`config.mk`:
```
export PLATFORM = sky130hd
export DESIGN_NAME = sram_dump_tx_flat
export DESIGN_NICKNAME = d
export VERILOG_FILES = /design/src/rtl/sram_dump_tx_if.sv /design/src/rtl/sram_dump_tx.sv /design/src/flat_wrapper.sv
export SDC_FILE = /design/constraint.sdc
export NUM_CORES = 1
export LEC_CHECK = 0
export ABC_AREA = 1
export CAP_MARGIN = 10
export CORE_AREA = 10 10 127 129
export CTS_CLUSTER_SIZE = 20
export DETAILED_ROUTE_END_ITERATION = 10
export DIE_AREA = 0 0 137 139
export SLEW_MARGIN = 20
export SYNTH_ARGS = -nofsm -noshare
export SYNTH_HDL_FRONTEND = slang
export SYNTH_SLANG_ARGS = --single-unit
```
`constraint.sdc`:
```
create_clock -name i_clk -period 1.55 [get_ports i_clk]
set_input_delay 0.3875 -clock i_clk [delete_from_list [all_inputs] [get_ports i_clk]]
set_output_delay 0.3875 -clock i_clk [all_outputs]
set_load 0.02 [all_outputs]
```
`src/rtl/sram_dump_tx_if.sv`:
```
// Control handshake and SRAM read port shared by the dump engine and its host.
interface sram_dump_tx_if #(
    parameter int ADDR_WIDTH = 10
);
    logic                  start;
    logic [ADDR_WIDTH-1:0] start_addr;
    logic [ADDR_WIDTH:0]   word_count;
    logic                  busy;
    logic                  done;
    logic                  sram_rd_en;
    logic [ADDR_WIDTH-1:0] sram_addr;
    logic [31:0]           sram_data_out;

    // Host side: issues dump requests and returns SRAM read data.
    modport master (
        output start, start_addr, word_count, sram_data_out,
        input  busy, done, sram_rd_en, sram_addr
    );

    // Dump engine side.
    modport slave (
        input  start, start_addr, word_count, sram_data_out,
        output busy, done, sram_rd_en, sram_addr
    );
endinterface

```
`src/rtl/sram_dump_tx.sv`:
```
// sram_dump_tx: streams a window of the firmware SRAM out over a UART TX pin
// as an 8N1 byte stream: a header byte, then each word LSB byte first.
module sram_dump_tx #(
    parameter int         CLKS_PER_BIT = 868,
    parameter int         ADDR_WIDTH   = 10,
    parameter logic [7:0] HEADER_BYTE  = 8'h53
) (
    input  logic          i_clk,
    input  logic          i_rst,
    sram_dump_tx_if.slave bus,
    output logic          o_tx_pin
);

    localparam int CNT_W = $clog2(CLKS_PER_BIT);
    localparam logic [CNT_W-1:0]      CNT_LAST  = CNT_W'(CLKS_PER_BIT - 1);
    localparam logic [CNT_W-1:0]      CNT_ONE   = CNT_W'(1);
    localparam logic [ADDR_WIDTH-1:0] ADDR_ONE  = ADDR_WIDTH'(1);
    localparam logic [ADDR_WIDTH:0]   COUNT_ONE = (ADDR_WIDTH + 1)'(1);

    localparam logic [2:0] ST_IDLE   = 3'd0;
    localparam logic [2:0] ST_HDR    = 3'd1;
    localparam logic [2:0] ST_RD_REQ = 3'd2;
    localparam logic [2:0] ST_RD_LAT = 3'd3;
    localparam logic [2:0] ST_SEND   = 3'd4;
    localparam logic [2:0] ST_FIN    = 3'd5;

    logic [2:0]            r_state;
    logic [ADDR_WIDTH-1:0] r_curAddr;
    logic [ADDR_WIDTH-1:0] r_sramAddr;
    logic [ADDR_WIDTH:0]   r_remaining;
    logic [31:0]           r_wordBuf;
    logic [1:0]            r_byteIdx;

    logic                  r_txBit;
    logic                  r_txActive;
    logic [CNT_W-1:0]      r_clkCnt;
    logic [3:0]            r_bitIdx;
    logic [7:0]            r_txShift;

    logic [2:0]            w_stateNext;
    logic                  w_load;
    logic [7:0]            w_loadByte;
    logic                  w_frameEnd;

    // The last cycle of a stop bit; the FSM reacts on this edge so the line
    // never sits idle longer than the SRAM read needs.
    assign w_frameEnd = r_txActive && (r_clkCnt == CNT_LAST) && (r_bitIdx == 4'd9);

    assign o_tx_pin       = r_txBit;
    assign bus.busy       = (r_state != ST_IDLE) && (r_state != ST_FIN);
    assign bus.done       = (r_state == ST_FIN);
    assign bus.sram_rd_en = (r_state == ST_RD_REQ);
    assign bus.sram_addr  = r_sramAddr;

    // Next-state decode plus the request to load a new byte into the serializer.
    always_comb begin
        w_stateNext = r_state;
        w_load      = 1'b0;
        w_loadByte  = 8'h00;
        case (r_state)
            ST_IDLE: begin
                if (bus.start) begin
                    w_stateNext = ST_HDR;
                    w_load      = 1'b1;
                    w_loadByte  = HEADER_BYTE;
                end
            end
            ST_HDR: begin
                if (w_frameEnd) begin
                    w_stateNext = (r_remaining == '0) ? ST_FIN : ST_RD_REQ;
                end
            end
            ST_RD_REQ: begin
                w_stateNext = ST_RD_LAT;
            end
            ST_RD_LAT: begin
                w_stateNext = ST_SEND;
                w_load      = 1'b1;
                w_loadByte  = bus.sram_data_out[7:0];
            end
            ST_SEND: begin
                if (w_frameEnd && (r_byteIdx == 2'd3)) begin
                    w_stateNext = (r_remaining == COUNT_ONE) ? ST_FIN : ST_RD_REQ;
                end else if (!r_txActive) begin
                    w_load     = 1'b1;
                    w_loadByte = r_wordBuf[7:0];
                end
            end
            ST_FIN: begin
                w_stateNext = ST_IDLE;
            end
            default: begin
                w_stateNext = ST_IDLE;
            end
        endcase
    end

    // Sequencer registers: state, address/count bookkeeping and word buffer.
    always_ff @(posedge i_clk) begin
        if (i_rst) begin
            r_state     <= ST_IDLE;
            r_curAddr   <= '0;
            r_sramAddr  <= '0;
            r_remaining <= '0;
            r_wordBuf   <= '0;
            r_byteIdx   <= '0;
        end else begin
            r_state <= w_stateNext;
            case (r_state)
                ST_IDLE: begin
                    if (bus.start) begin
                        r_curAddr   <= bus.start_addr;
                        r_remaining <= bus.word_count;
                    end
                end
                ST_HDR: begin
                    if (w_frameEnd && (r_remaining != '0)) begin
                        r_sramAddr <= r_curAddr;
                    end
                end
                ST_RD_LAT: begin
                    r_wordBuf <= {8'h00, bus.sram_data_out[31:8]};
                    r_byteIdx <= 2'd0;
                end
                ST_SEND: begin
                    if (w_frameEnd && (r_byteIdx == 2'd3)) begin
                        r_remaining <= r_remaining - COUNT_ONE;
                        r_curAddr   <= r_curAddr + ADDR_ONE;
                        if (r_remaining != COUNT_ONE) begin
                            r_sramAddr <= r_curAddr + ADDR_ONE;
                        end
                    end else if (w_load) begin
                        r_wordBuf <= {8'h00, r_wordBuf[31:8]};
                        r_byteIdx <= r_byteIdx + 2'd1;
                    end
                end
                default: begin
                end
            endcase
        end
    end

    // 8N1 serializer: start bit, eight data bits LSB first, stop bit.
    always_ff @(posedge i_clk) begin
        if (i_rst) begin
            r_txBit    <= 1'b1;
            r_txActive <= 1'b0;
            r_clkCnt   <= '0;
            r_bitIdx   <= '0;
            r_txShift  <= '0;
        end else if (w_load) begin
            r_txShift  <= w_loadByte;
            r_txBit    <= 1'b0;
            r_txActive <= 1'b1;
            r_clkCnt   <= '0;
            r_bitIdx   <= '0;
        end else if (r_txActive) begin
            if (r_clkCnt == CNT_LAST) begin
                r_clkCnt <= '0;
                if (r_bitIdx == 4'd9) begin
                    r_txActive <= 1'b0;
                    r_bitIdx   <= '0;
                    r_txBit    <= 1'b1;
                end else begin
                    r_bitIdx <= r_bitIdx + 4'd1;
                    r_txBit  <= (r_bitIdx == 4'd8) ? 1'b1 : r_txShift[r_bitIdx[2:0]];
                end
            end else begin
                r_clkCnt <= r_clkCnt + CNT_ONE;
            end
        end
    end

endmodule

```
`src/flat_wrapper.sv`:
```
// flat-port wrapper written by rule: the top's interface ports become plain ports
module sram_dump_tx_flat 
#(
    parameter int         CLKS_PER_BIT = 868,
    parameter int         ADDR_WIDTH   = 10,
    parameter logic [7:0] HEADER_BYTE  = 8'h53
)
  (i_clk, i_rst, o_tx_pin, bus_start, bus_start_addr, bus_word_count, bus_sram_data_out, bus_busy, bus_done, bus_sram_rd_en, bus_sram_addr);
  sram_dump_tx_if #(.ADDR_WIDTH(ADDR_WIDTH)) bus_i ();
  input  logic i_clk;
  input  logic i_rst;
  output logic o_tx_pin;
  input wire logic [$bits(bus_i.start)-1:0] bus_start;
  input wire logic [$bits(bus_i.start_addr)-1:0] bus_start_addr;
  input wire logic [$bits(bus_i.word_count)-1:0] bus_word_count;
  input wire logic [$bits(bus_i.sram_data_out)-1:0] bus_sram_data_out;
  output wire logic [$bits(bus_i.busy)-1:0] bus_busy;
  output wire logic [$bits(bus_i.done)-1:0] bus_done;
  output wire logic [$bits(bus_i.sram_rd_en)-1:0] bus_sram_rd_en;
  output wire logic [$bits(bus_i.sram_addr)-1:0] bus_sram_addr;
  assign bus_i.start = bus_start;
  assign bus_i.start_addr = bus_start_addr;
  assign bus_i.word_count = bus_word_count;
  assign bus_i.sram_data_out = bus_sram_data_out;
  assign bus_busy = bus_i.busy;
  assign bus_done = bus_i.done;
  assign bus_sram_rd_en = bus_i.sram_rd_en;
  assign bus_sram_addr = bus_i.sram_addr;
  sram_dump_tx #(.CLKS_PER_BIT(CLKS_PER_BIT), .ADDR_WIDTH(ADDR_WIDTH), .HEADER_BYTE(HEADER_BYTE)) u_core (.i_clk(i_clk), .i_rst(i_rst), .bus(bus_i), .o_tx_pin(o_tx_pin));
endmodule
```
==> impl_results.rst <==
.. list-table::
   :header-rows: 1

   * - Metric
     - Value
   * - Gate count after technology mapping
     - 665
   * - Die outline height
     - 139 um
   * - Critical path data arrival time
     - 1950 ps
   * - Tightest Pin Transition
     - 488 ps
   * - Main combinational cell family by area after synthesis
     - simple AND/OR/NAND/NOR gates
   * - Max frequency
     - 584 MHz
   * - Cell at the slowest stage of the critical path
     - dfxtp_2
   * - Number of antenna diodes
     - 0
   * - Clock power share
     - 0.233
   * - Number of synthesized flops with an enable pin
     - 0
   * - Critical Path Source Type
     - flop
   * - Post-synthesis sequential element count
     - 84
   * - Crit path kind
     - reg2reg
   * - Number of failing setup endpoints in the final timing report
     - 32
   * - Clock slew at the register clock pins of the worst setup and hold paths
     - 60 ps
   * - Yosys warning total
     - 0
   * - Area delta synth->final
     - 47.0%
   * - Part of the Yosys area used for sequential elements
     - 0.363
   * - Final period utilization
     - 1.11
   * - Area of combinational cells with multiple inputs
     - 2920 um^2
   * - Wire length of the first global-routing pass
     - 22000 um
   * - Proportion of register bits with asynchronous set or reset after synthesis
     - 0
   * - Vias/cell
     - 4.87
   * - Series of cell instances along the critical path
     - ha_4 > nand3_4 > nand3b_1 > nor2_4 > nand4_4 > buf_6 > nand2_8 > and2_4 > nor2_2
   * - Clock sink total
     - 84
   * - Proportion of power drawn by combinational gates
     - 0.463
   * - Layout cells sized above 1
     - 0.286
   * - Peak supply drop
     - 584 uV
   * - Largest net degree at the start of global routing
     - 36
   * - Net Sw Frac
     - 0.396
   * - Detailed router's first-iteration violation count
     - 310
   * - Clock insertion delay at the later pin of the skew report
     - 340 ps
   * - Post-synthesis cell type with the largest combined area
     - dfxtp_1
   * - Internal power component
     - 5.80 mW
   * - Total number of vias
     - 4829
   * - Detailed-router iteration count before antenna repair
     - 4
   * - Number of antenna violations at the first check in global routing
     - 0
   * - Max-Cap Viols
     - 0
   * - Synth Area in Simple Gates
     - 0.374
   * - Violated checks
     - negative setup slack
   * - Max transition margin
     - 0.675
   * - Area contributors post-synth
     - dfxtp_1 36%, nand2_1 14%, nor2_1 7.9%, nand3_1 4.4%, a21oi_1 4.3%
   * - Clock buffer depth
     - 2
   * - TNS Setup
     - -3410 ps
   * - Proportion of synthesized area in mux cells
     - 0
   * - Leakage power figure
     - 2.80 nW
   * - Max-slew violation total from the final report
     - 0
   * - Overall Global Routing Usage
     - 0.137
   * - Chip width
     - 137 um
   * - Sort of element at the end of the critical path
     - flop
   * - Worst setup slack after layout
     - -163 ps
   * - Slowest stage delay, CP
     - 360 ps
   * - Half-perimeter wire length of the detailed placement result
     - 9600 um
   * - Post-DR wirelength/cell
     - 13.9 um
   * - DRC violations left
     - 0
   * - Compound-cell area share of the yosys netlist
     - 0.154
   * - Setup repair after global routing missed its margin
     - true
   * - Initial core utilization
     - 0.339
   * - Seq pwr share
     - 0.304
   * - Critical Path Fanout Max
     - 6
   * - Number of CTS-inserted buffers
     - 9
   * - H-tree depth
     - 3
   * - ANT nets after route
     - 0
   * - Final critical-path required period
     - 1710 ps
   * - Count of distinct cell types in the synthesized netlist
     - 43
   * - Proportion of netlist area held by the largest area contributor
     - 0.363
   * - Row count
     - 43
   * - Critical path data required time
     - 1790 ps
   * - Sequential cell area
     - 1700 um^2
   * - Global route total overflow
     - 0
   * - Clock root cell
     - clkbuf_16
   * - Num ports
     - 70
   * - Synthesized area per cell
     - 6.97 um^2
   * - Fin. Hold Viols
     - 0
   * - Post-Route WL
     - 13700 um
   * - Final-layout fill cell count
     - 1337
   * - Fin area
     - 6810 um^2
   * - TritonCTS clock tree
     - done
   * - I/O Buffers
     - 69
   * - Hold WC Path Type
     - reg2reg
   * - Outcome
     - complete, but fails checks
   * - Final weighted congestion in routability-driven placement
     - 0.868
   * - Net Count, Synth
     - 726
   * - XOR/XNOR Fraction of Synth Area
     - 0.0132
   * - Adder and majority gate portion of the synthesized area
     - 0.0135
   * - Switching power total
     - 3.80 mW
   * - Final setup skew
     - 5.37 ps
   * - Net count reported at finish
     - 868
   * - Power per standard cell area
     - 1410 nW/um^2
   * - Most frequently used flop master after synthesis
     - dfxtp_1
   * - Area enclosed by the die boundary
     - 19000 um^2
   * - Post-Syn Area
     - 4630 um^2
   * - Vias in the first global route
     - 4735
   * - Area of the placeable core
     - 13700 um^2
   * - Placed standard-cell area
     - 5970 um^2
## timing repair
action | CTS | global route
hold buffers | 0 | 0
pin swaps | 27 | 28
setup endpoints to repair | 80 | 82
endpoints found under the hold margin | 0 | 0
setup buffers | 5 | 6
gates resized for setup | 69 | 66
cloned | 2 | 5
## cells in the mapped netlist (all sizes together), types with 3 or more instances
cell    instances
a221oi          3
nand2         179
ha              5
nand3b          4
buf            20
nor3            9
xor2            7
clkbuf         11
a31oi          20
nand4          13
o21ai          33
a21oi          51
nand3          52
inv            48
dfxtp          84
nor2          105
a22oi           5
## layout by cell type (no fill, tap or decap), types with 7 or more instances in the layout
cell type	count
nand2_1	153
inv_2	9
nand2_2	18
a31oi_1	20
nand2_4	8
a21oi_1	37
nor2_4	10
nand4_1	12
dlygate4sd2_1	11
clkdlybuf4s50_1	55
xor2_1	7
inv_1	32
nor2_1	85
clkbuf_16	11
dfxtp_1	75
o21ai_0	30
nor2_2	8
nand3_2	13
a21oi_2	14
buf_6	15
nand3_1	36
buf_4	72
## through the flow
step	utilization	setup WS, ps	hold slack, ps	power, mW	std cells
finish	0.498	-163	459	9.60	992
CTS	0.473	-119	465	9.23	981
floorplan	-	-17.9	436	5.39	665
global placement	0.437	-222	454	6.66	958
detailed placement	0.437	-257	455	6.76	958
global route	0.498	-233	481	10.3	992
## power by group through the flow
stage               sequential (mW)  clock [mW]  combinational, mW
floorplan                      2.98           0               2.40
global placement               2.90           0               3.75
detailed placement             2.92           0               3.84
CTS                            2.88        2.29               4.07
global route                   2.98        2.38               4.90
finish                         2.92        2.24               4.44
## registers in the layout, summed over array words and instances (netlist names)
name,flops
u_core.r_remaining,11
u_core.r_wordBuf,24
u_core.r_txShift,8
u_core.r_bitIdx,4
u_core.r_byteIdx,2
u_core.r_curAddr,10
u_core.r_clkCnt,10
u_core.bus.sram_addr,10
u_core.r_state,3
u_core.o_tx_pin,1
u_core.r_txActive,1
## layout make-up
class                   count  share of cell area
well taps                 180              0.0331
clock inverters             7              0.0116
clock buffers               9              0.0331
flip-flops and latches     84               0.250
multi-input cells         504               0.428
inverters                  50              0.0309
repair buffers            158               0.213
## worst max-delay path: cells and delay by family, from the launching register on
| kind | cells | cell delay, ps |
|---|---|---|
| simple gates | 7 | 910 |
| fa+ha+maj | 1 | 160 |
| buf+inv | 1 | 180 |
| flops | 1 | 360 |
## per-layer routing
metal	vias up	part of all wire	global-route usage
li1	2491	-	-
met1	2236	0.45	0.168
met2	84	0.50	0.232
met3	18	0.035	0.0283
met4	0	0.017	0.0461
met5	-	0	0
## kinds of logic (layout without fill, tap and decap cells)
kind of cell	after synthesis	after routing
compound gates	120	120
xor+xnor	7	7
fa+ha+maj	5	5
buf+inv	81	224
flops	84	84
simple gates	368	372
## final timing paths
path	slack (ps)	start	end	depth (start not counted)
hold / removal	460	u_core.bus.sram_addr[1]	u_core.bus.sram_addr[1]	2
setup reg to reg	-160	u_core.r_clkCnt[0]	u_core.r_curAddr[7]	9
setup / recovery	-160	u_core.r_clkCnt[0]	u_core.r_curAddr[7]	9
hold reg to reg	460	u_core.bus.sram_addr[1]	u_core.bus.sram_addr[1]	2
Power figures use the tool's default switching activity.
